[src/rtl/stopwatch_display.sv]
`default_nettype none
// ============================================================================
//  Module      : stopwatch_display
//  Description : Stopwatch display stage. Samples binary minutes/seconds once
//                per display frame, converts both fields to BCD with a
//                shared-schedule shift-add-3 converter, and scans a 4-digit
//                common-anode multiplexed 7-segment display (mm.ss).
//  Revision    : 1.0 - initial release
// ============================================================================
module stopwatch_display #(
  parameter int CLK_HZ             = 50_000_000,
  parameter int REFRESH_HZ         = 1000,
  parameter int LEADING_ZERO_BLANK = 0
) (
  input  logic       clk,
  input  logic       reset,
  input  logic [7:0] minutes,
  input  logic [7:0] seconds,
  input  logic       enable,
  output logic [6:0] seg,
  output logic       dp,
  output logic [3:0] an,
  output logic       frame_tick
);

  // --------------------------------------------------------------------------
  // Constants
  // --------------------------------------------------------------------------
  localparam int c_DIV   = CLK_HZ / REFRESH_HZ;
  localparam int c_CNT_W = (c_DIV > 1) ? $clog2(c_DIV) : 1;
  localparam logic [c_CNT_W-1:0] c_PRESC_MAX = c_CNT_W'(c_DIV - 1);

  // Digit register code used to request a dash on an out-of-range field
  localparam logic [3:0] c_DIG_DASH = 4'd10;
  localparam logic [7:0] c_FIELD_MAX = 8'd99;

  // Active-low segment patterns {g,f,e,d,c,b,a}
  localparam logic [6:0] c_SEG_BLANK = 7'h7F;
  localparam logic [6:0] c_SEG_DASH  = 7'h3F;

  // The scan period must leave room for a full conversion inside one slot
  generate
    if (c_DIV < 16) begin : g_div_check
      $error("stopwatch_display: CLK_HZ/REFRESH_HZ must be >= 16");
    end
  endgenerate

  // --------------------------------------------------------------------------
  // Converter FSM states
  // --------------------------------------------------------------------------
  typedef enum logic [1:0] {
    S_IDLE = 2'd0,
    S_CONV = 2'd1,
    S_LOAD = 2'd2
  } state_t;

  // --------------------------------------------------------------------------
  // Signals
  // --------------------------------------------------------------------------
  logic [c_CNT_W-1:0] r_presc;
  logic [1:0]         r_idx;
  logic               w_scan_tick;
  logic               w_frame_start;

  logic               r_frame_tick;
  logic [7:0]         r_min_s;
  logic [7:0]         r_sec_s;

  state_t             r_state;
  logic [2:0]         r_step;
  logic [19:0]        r_sh_min;
  logic [19:0]        r_sh_sec;
  logic [19:0]        w_dd_min;
  logic [19:0]        w_dd_sec;
  logic               r_min_ovr;
  logic               r_sec_ovr;

  logic [3:0]         r_dig0;
  logic [3:0]         r_dig1;
  logic [3:0]         r_dig2;
  logic [3:0]         r_dig3;

  logic [3:0]         w_digit;
  logic [6:0]         w_seg_enc;
  logic [3:0]         w_an_sel;
  logic               w_lz_blank;

  logic [6:0]         r_seg;
  logic               r_dp;
  logic [3:0]         r_an;

  // --------------------------------------------------------------------------
  // One shift-add-3 step over a {hundreds,tens,ones,binary} shift register
  // --------------------------------------------------------------------------
  function automatic logic [19:0] f_dd_step(input logic [19:0] i_v);
    logic [19:0] w_t;
    w_t = i_v;
    if (w_t[11:8] >= 4'd5) begin
      w_t[11:8] = w_t[11:8] + 4'd3;
    end
    if (w_t[15:12] >= 4'd5) begin
      w_t[15:12] = w_t[15:12] + 4'd3;
    end
    if (w_t[19:16] >= 4'd5) begin
      w_t[19:16] = w_t[19:16] + 4'd3;
    end
    return {w_t[18:0], 1'b0};
  endfunction

  // --------------------------------------------------------------------------
  // Scan timing
  // --------------------------------------------------------------------------
  assign w_scan_tick   = (r_presc == c_PRESC_MAX);
  assign w_frame_start = w_scan_tick && (r_idx == 2'd3);

  // Prescaler and digit index: index advances once per scan period
  always_ff @(posedge clk or posedge reset) begin
    if (reset) begin
      r_presc <= '0;
      r_idx   <= 2'd0;
    end else if (w_scan_tick) begin
      r_presc <= '0;
      r_idx   <= r_idx + 2'd1;
    end else begin
      r_presc <= r_presc + 1'b1;
    end
  end

  // Frame pulse and input sampling happen on the same frame-start edge
  always_ff @(posedge clk or posedge reset) begin
    if (reset) begin
      r_frame_tick <= 1'b0;
      r_min_s      <= 8'd0;
      r_sec_s      <= 8'd0;
    end else begin
      r_frame_tick <= w_frame_start;
      if (w_frame_start) begin
        r_min_s <= minutes;
        r_sec_s <= seconds;
      end
    end
  end

  // --------------------------------------------------------------------------
  // Binary to BCD conversion
  // --------------------------------------------------------------------------
  assign w_dd_min = f_dd_step(r_sh_min);
  assign w_dd_sec = f_dd_step(r_sh_sec);

  // Converter FSM: start after frame pulse, 8 parallel steps, then one load
  always_ff @(posedge clk or posedge reset) begin
    if (reset) begin
      r_state   <= S_IDLE;
      r_step    <= 3'd0;
      r_sh_min  <= 20'd0;
      r_sh_sec  <= 20'd0;
      r_min_ovr <= 1'b0;
      r_sec_ovr <= 1'b0;
      r_dig0    <= 4'd0;
      r_dig1    <= 4'd0;
      r_dig2    <= 4'd0;
      r_dig3    <= 4'd0;
    end else begin
      case (r_state)
        S_IDLE: begin
          if (r_frame_tick) begin
            r_sh_min  <= {12'd0, r_min_s};
            r_sh_sec  <= {12'd0, r_sec_s};
            r_min_ovr <= (r_min_s > c_FIELD_MAX);
            r_sec_ovr <= (r_sec_s > c_FIELD_MAX);
            r_step    <= 3'd0;
            r_state   <= S_CONV;
          end
        end
        S_CONV: begin
          r_sh_min <= w_dd_min;
          r_sh_sec <= w_dd_sec;
          r_step   <= r_step + 3'd1;
          if (r_step == 3'd7) begin
            r_state <= S_LOAD;
          end
        end
        S_LOAD: begin
          // All four digits change together so the display never tears
          r_dig0  <= r_sec_ovr ? c_DIG_DASH : r_sh_sec[11:8];
          r_dig1  <= r_sec_ovr ? c_DIG_DASH : r_sh_sec[15:12];
          r_dig2  <= r_min_ovr ? c_DIG_DASH : r_sh_min[11:8];
          r_dig3  <= r_min_ovr ? c_DIG_DASH : r_sh_min[15:12];
          r_state <= S_IDLE;
        end
        default: begin
          r_state <= S_IDLE;
        end
      endcase
    end
  end

  // --------------------------------------------------------------------------
  // Digit select, segment encode, anode decode
  // --------------------------------------------------------------------------
  // Pick the digit for the current scan slot
  always_comb begin
    w_digit = r_dig0;
    case (r_idx)
      2'd0:    w_digit = r_dig0;
      2'd1:    w_digit = r_dig1;
      2'd2:    w_digit = r_dig2;
      2'd3:    w_digit = r_dig3;
      default: w_digit = r_dig0;
    endcase
  end

  // Active-low 7-segment encoding of the selected digit
  always_comb begin
    w_seg_enc = c_SEG_BLANK;
    case (w_digit)
      4'd0:       w_seg_enc = 7'h40;
      4'd1:       w_seg_enc = 7'h79;
      4'd2:       w_seg_enc = 7'h24;
      4'd3:       w_seg_enc = 7'h30;
      4'd4:       w_seg_enc = 7'h19;
      4'd5:       w_seg_enc = 7'h12;
      4'd6:       w_seg_enc = 7'h02;
      4'd7:       w_seg_enc = 7'h78;
      4'd8:       w_seg_enc = 7'h00;
      4'd9:       w_seg_enc = 7'h10;
      c_DIG_DASH: w_seg_enc = c_SEG_DASH;
      default:    w_seg_enc = c_SEG_BLANK;
    endcase
  end

  // One-hot-low anode for the current slot; an[0] is the rightmost digit
  always_comb begin
    w_an_sel = 4'hF;
    case (r_idx)
      2'd0:    w_an_sel = 4'b1110;
      2'd1:    w_an_sel = 4'b1101;
      2'd2:    w_an_sel = 4'b1011;
      2'd3:    w_an_sel = 4'b0111;
      default: w_an_sel = 4'hF;
    endcase
  end

  assign w_lz_blank = (LEADING_ZERO_BLANK != 0) && (r_idx == 2'd3) &&
                      (r_dig3 == 4'd0);

  // Registered display pins; blanking forces every pin inactive
  always_ff @(posedge clk or posedge reset) begin
    if (reset) begin
      r_an  <= 4'hF;
      r_seg <= c_SEG_BLANK;
      r_dp  <= 1'b1;
    end else if (!enable || w_lz_blank) begin
      r_an  <= 4'hF;
      r_seg <= c_SEG_BLANK;
      r_dp  <= 1'b1;
    end else begin
      r_an  <= w_an_sel;
      r_seg <= w_seg_enc;
      r_dp  <= (r_idx != 2'd2);
    end
  end

  assign an         = r_an;
  assign seg        = r_seg;
  assign dp         = r_dp;
  assign frame_tick = r_frame_tick;

endmodule
`default_nettype wire

[config.mk]
export PLATFORM = sky130hd
export DESIGN_NAME = stopwatch_display
export DESIGN_NICKNAME = d
export VERILOG_FILES = /design/src/rtl/stopwatch_display.sv
export SDC_FILE = /design/constraint.sdc
export NUM_CORES = 1
export LEC_CHECK = 0
export ABC_AREA = 1
export CORE_MARGIN = 1
export CORE_UTILIZATION = 59
export DETAILED_ROUTE_END_ITERATION = 7
export HOLD_SLACK_MARGIN = 0.15
export PLACE_DENSITY = 0.81
export SYNTH_ARGS = -nofsm -noshare
export SYNTH_HDL_FRONTEND = slang
export SYNTH_SLANG_ARGS = --single-unit
export TNS_END_PERCENT = 30
[constraint.sdc]
create_clock -name clk -period 3.64 [get_ports clk]
set_input_delay 0.728 -clock clk [delete_from_list [all_inputs] [get_ports clk]]
set_output_delay 0.728 -clock clk [all_outputs]
set_load 0.01 [all_outputs]
; After elaboration in Yosys (flattened, before gate mapping)
; Memory sizes are Yosys's and may differ from the RTL's.
; Cells that the tools add are included.
[word_totals]
reg_bits = 110
mem_bits_ro = 112
in_bits = 19
out_inout_bits = 13
word_cells = 78
memories = 1
[mem_list]
columns = name, depth, width, rd, rd_clocked_by_memory_dff, write_ports, line
row1 = (no name shown), 16, 7, 1, 0, 0, 216  ; case (w_digit)
[op_classes]
add_sub_neg = 9
n_lt_le_gt_ge = 8
n_eq_ne = 10
muxes = 25
reduce_logical = 7
[op_table]
columns = cell, count
row1 = $pmux W20 S2, 2
row2 = $mux W20, 2
row3 = $mux W4, 9
row4 = $pmux W4 S4, 2
row5 = $ge A4 B3 Y1 const B, 6
row6 = $add A16 B1 Y16 const B, 1
row7 = $add A4 B2 Y4 const B, 4
row8 = $eq A16 B16 Y1 const B, 1
row9 = $gt A8 B7 Y1 const B, 2
row10 = $mux W16, 1
row11 = $mux W3, 3
row12 = $mux W7, 1
row13 = $add A3 B2 Y3 const B, 2
row14 = $eq A2 B2 Y1 const B, 3
row15 = $ne A2 B2 Y1 const B, 3
row16 = $pmux W3 S2, 1
row17 = $reduce_and A2 Y1, 3
row18 = $eq A2 B1 Y1 const B, 2
row19 = $logic_not A2 Y1, 2
row20 = $mux W2, 2
row21 = $pmux W2 S2, 1
row22 = $add A3 B1 Y3 const B, 1
row23 = $eq A3 B3 Y1 const B, 1
row24 = $add A2 B1 Y2 const B, 1
row25 = 3 further kinds, 3

; Longest topological paths before layout
; An unclocked memory read counts as a cell.
[depth]
word_depth = 4
mapped_depth = 11
ltp_nobuf = 11

; Worst setup path before layout
; No wires, ideal clock.
[synth_path]
path_kind = register to register
from = register r_idx[0]
to = register r_seg[1] (netlist: seg[1])
setup_ns = 0.060
t_arrival_ns = 1.839
required_ns = 3.580
setup_slack_ns = 1.741
stages_incl_launch_ff = 10
path_buffers = 0
period_less_slack_ns = 1.899
cell_sequence = dfrtp_1 inv_1 ha_1 inv_2 nand2_1 o21ai_1 inv_1 ha_1 or2_2 nand2_1
[synth_between]
elab_chain_cells = 4
word_cells_on_any_way = 7
cone_classes = eq/ne (3) / mux (2) / reduce/logical (1) / memory (1)
[synth_rtl]
columns = element, line
row1 = "start, declared", 61  ; logic [1:0] r_idx;
row2 = "start signal, assigned", 123  ; r_idx <= r_idx + 2'd1;
row3 = $eq A2 B2 Y1 (tied with other cells), 204  ; case (r_idx)
row4 = $pmux W4 S4 (*), 204
row5 = $mem_v2 Z16 W7 (*), n/a
row6 = $mux W7 (*), 253  ; end else if (!enable || w_lz_blank) begin
row7 = "end signal, assigned", 251  ; r_seg <= c_SEG_BLANK;
row8 = "end signal, assigned", 255  ; r_seg <= c_SEG_BLANK;
row9 = "end signal, assigned", 259  ; r_seg <= w_seg_enc;
row10 = "end, declared", 88  ; logic [6:0] r_seg;
; Every way passes the cells marked *; elsewhere a longest branch is shown, timed or not.
; A chain may end at the register's enable or synchronous reset.

==> flow_summary.json <==
{
  "status": "completed",
  "cts-root-buf": "clkbuf_8",
  "hp-class": "register to register",
  "cts_tree": "yes",
  "syn_area_um2": 4908,
  "design_area_um2": 5522,
  "yosysUniqueCellTypes": 34,
  "yosysMostFrequentCell": "nand2_1",
  "power_density_nw_per_um2": 365.6,
  "post_cts_buffers": 0,
  "drv_slew": 0,
  "fp-row-count": 32,
  "synth_nets": 617,
  "critPathRequiredTime_ns": 2.91,
  "fin_crit_ns": 2.150,
  "worstMarginPinSlew_ns": 0.8249,
  "grt_pass1_vias": 3903,
  "dp_hpwl_mm": 6.816,
  "start_util": 0.6223,
  "area_delta_synth_final_pct": 12.49,
  "grt_first_pass_wirelength_mm": 16.75,
  "crit_buf_inv": 1,
  "synth_area_leader_cell": "dfrtp_1",
  "irDropWorstVdd_uv": 212.2,
  "fmax_mhz": 465.1,
  "relSlewSlack": 0.4495,
  "route.met3.wl_um": 402,
  "fin_skew_ns": 0.01132,
  "yosys_register_bits": 101,
  "ys_async_sr_fraction": 1.000,
  "top_level_ports": 32,
  "synth.avg_cell_area_um2": 8.463,
  "dieArea_um2": 8688,
  "dieWidth_um": 93.21,
  "synth_warnings": 0,
  "seqCellArea_um2": 2541,
  "yosys.area.top_type_share": 0.4588,
  "p_leak_uw": 0.002764,
  "grt_usage": 0.2441,
  "ant_nets": 0,
  "synth-main-ff-cell": "dfrtp_1",
  "final_cells": 717,
  "drt_iter0_markers": 208,
  "max-clock-path-buffers": 2,
  "cts_made_buffers": 9,
  "slowest_delay_ns": 0.54,
  "synthCells": 580,
  "hold_viol": 0,
  "setup_violations": 0,
  "grt_max_degree": 58,
  "cap_violations": 0,
  "worstSetupEndpointType": "output port",
  "period_share": 0.5907,
  "gp_congestion": 0.8583,
  "crit_fanout": 2,
  "path_cells": "clkdlybuf4s50_1",
  "firstDrtPassIters": 5,
  "dp_cells": 701,
  "core-area_um2": 7888,
  "critical_path_class": "register to output port",
  "antenna_found_initial": 0,
  "cp.arrival_ns": 1.42,
  "wirelength_mm": 9.576,
  "grt_setup_unrepaired": "no",
  "multi_input_area_um2": 2002,
  "critPathSlowestCell": "dfstp_2",
  "cts.sinks": 101,
  "insertedDiodeCount": 0,
  "clock_latency_ns": 0.36,
  "via_count": 3870,
  "seq_area_frac_synth": 0.5177,
  "place_ws_ns": 1.570,
  "setup_slack_ns": 1.490,
  "viasPerCell": 5.397,
  "synth-edff-count": 0,
  "htreeDepth": 3,
  "path_clk_slew_ns": 0.09,
  "fin_nets": 647,
  "wl_per_cell_um": 13.36,
  "holdBufCountCts": 0,
  "timing.setup.tns_ns": 0,
  "cts_resized": 0,
  "synth_common_cells": "nand2_1 (162), dfrtp_1 (90), inv_1 (63)",
  "placed_cell_area_um2": 5283,
  "met1_length_mm": 4.210,
  "holdWs_ns": 0.4679,
  "num-fill-cells": 627,
  "cp-start-kind": "register",
  "cp_top_family": "flip-flops",
  "die_h_um": 93.21,
  "grt_overflow": 0,
  "highest_layer": "met4",
  "synth_area_leaders": "dfrtp_1 (46%), nand2_1 (12%), dfstp_2 (5.9%)",
  "portBuffers": 31,
  "drc": 0,
  "wl_met2_mm": 4.757,
  "drive_gt1_frac": 0.08293
}
routing by layer:
layer,up-vias,track usage
met1,1820,0.2954
met4,0,0.09103
li1,1918,-
met5,-,0
met3,22,0.05528
met2,110,0.4252
area by class of cell:
type | instances | share of cell area
clock inverter | 6 | 0.02017
timing repair buffer | 33 | 0.06118
tap | 102 | 0.02311
sequential | 101 | 0.4602
inverter | 71 | 0.04963
clock buffer | 10 | 0.02311
multi-input combinational | 394 | 0.3626
through the flow:
stage | total power [µW] | util
after floorplan | 1173 | -
after global placement | 1211 | 0.6697
after detailed placement | 1212 | 0.6697
after CTS | 2031 | 0.7000
after global routing | 2085 | 0.7000
final | 2019 | 0.7000
cells by family after synthesis:
group / Yosys count / share of synthesized area
AOI/OAI and AO/OA: 102 / 0.1157
xor gates and xnor gates: 9 / 0.01606
adders and majority gates: 18 / 0.04588
buffers and inverters: 85 / 0.07443
DFF: 101 / 0.5177
and+or+nand+nor: 265 / 0.2302
cells in the final DEF (no fill, tap or decap), types with 5 or more instances in the layout:
| cell type | netlist | final |
|---|---|---|
| o21ai_0 | 45 | 45 |
| nand3_1 | 27 | 27 |
| inv_2 | 6 | 6 |
| dfstp_2 | 11 | 11 |
| ha_1 | 18 | 18 |
| inv_1 | 63 | 62 |
| o22ai_1 | 8 | 8 |
| clkdlybuf4s50_1 | 0 | 31 |
| nand4_1 | 6 | 6 |
| nor3_1 | 5 | 5 |
| clkbuf_8 | 0 | 9 |
| nor2_1 | 53 | 53 |
| a21oi_1 | 14 | 14 |
| xor2_1 | 9 | 9 |
| o21ai_1 | 18 | 18 |
| a31oi_1 | 8 | 8 |
| dfrtp_1 | 90 | 90 |
| nand2_1 | 162 | 162 |
worst register-to-register path: stages (launching register included):
cell and delay (ns):
dfrtp_1 0.38, inv_1 0.09, ha_1 0.27, inv_2 0.12, nand2_1 0.06, o21ai_1 0.32
inv_1 0.15, ha_1 0.31, or2_2 0.29, nand2_1 0.07
state kept, by name (all words and copies together), names as in the netlist:
register	cells
an	4
frame_tick	1
r_dig0	4
r_dig1	4
r_dig2	4
r_dig3	4
r_idx	2
r_min_ovr	1
r_min_s	8
r_presc	16
r_sec_ovr	1
r_sec_s	8
r_sh_min	16
r_sh_sec	16
r_state	2
r_step	3
seg	7
final timing paths:
| kind | slack (ns) | to | cells past startpoint | start |
|---|---|---|---|---|
| worst min register to register | 0.47 | r_presc[0]$_DFF_PP0_ | 1 | r_presc[0]$_DFF_PP0_ |
| worst max register to register | 1.54 | seg[1]$_DFF_PP1_ | 9 | r_idx[0]$_DFFE_PP0N_ |
| worst max-delay path | 1.49 | dp | 1 | an[2]$_DFF_PP1_ |
| max in group asynchronous | 2.05 | seg[2]$_DFF_PP1_ | 3 | reset |
| min in group asynchronous | 0.83 | r_sh_min[3]$_DFFE_PP0P_ | 2 | reset |
| worst min-delay path | 0.47 | r_presc[0]$_DFF_PP0_ | 1 | r_presc[0]$_DFF_PP0_ |
report_power, final:
| part | internal, µW | switching (µW) | total [µW] | leakage (µW) |
|---|---|---|---|---|
| clock network | 457 | 374 | 831 | 0.000116 |
| registers | 1130 | 0.939 | 1130 | 0.00128 |
| logic | 27.9 | 30.9 | 58.8 | 0.00137 |
Note: power is estimated with default switching activity, not from simulation.
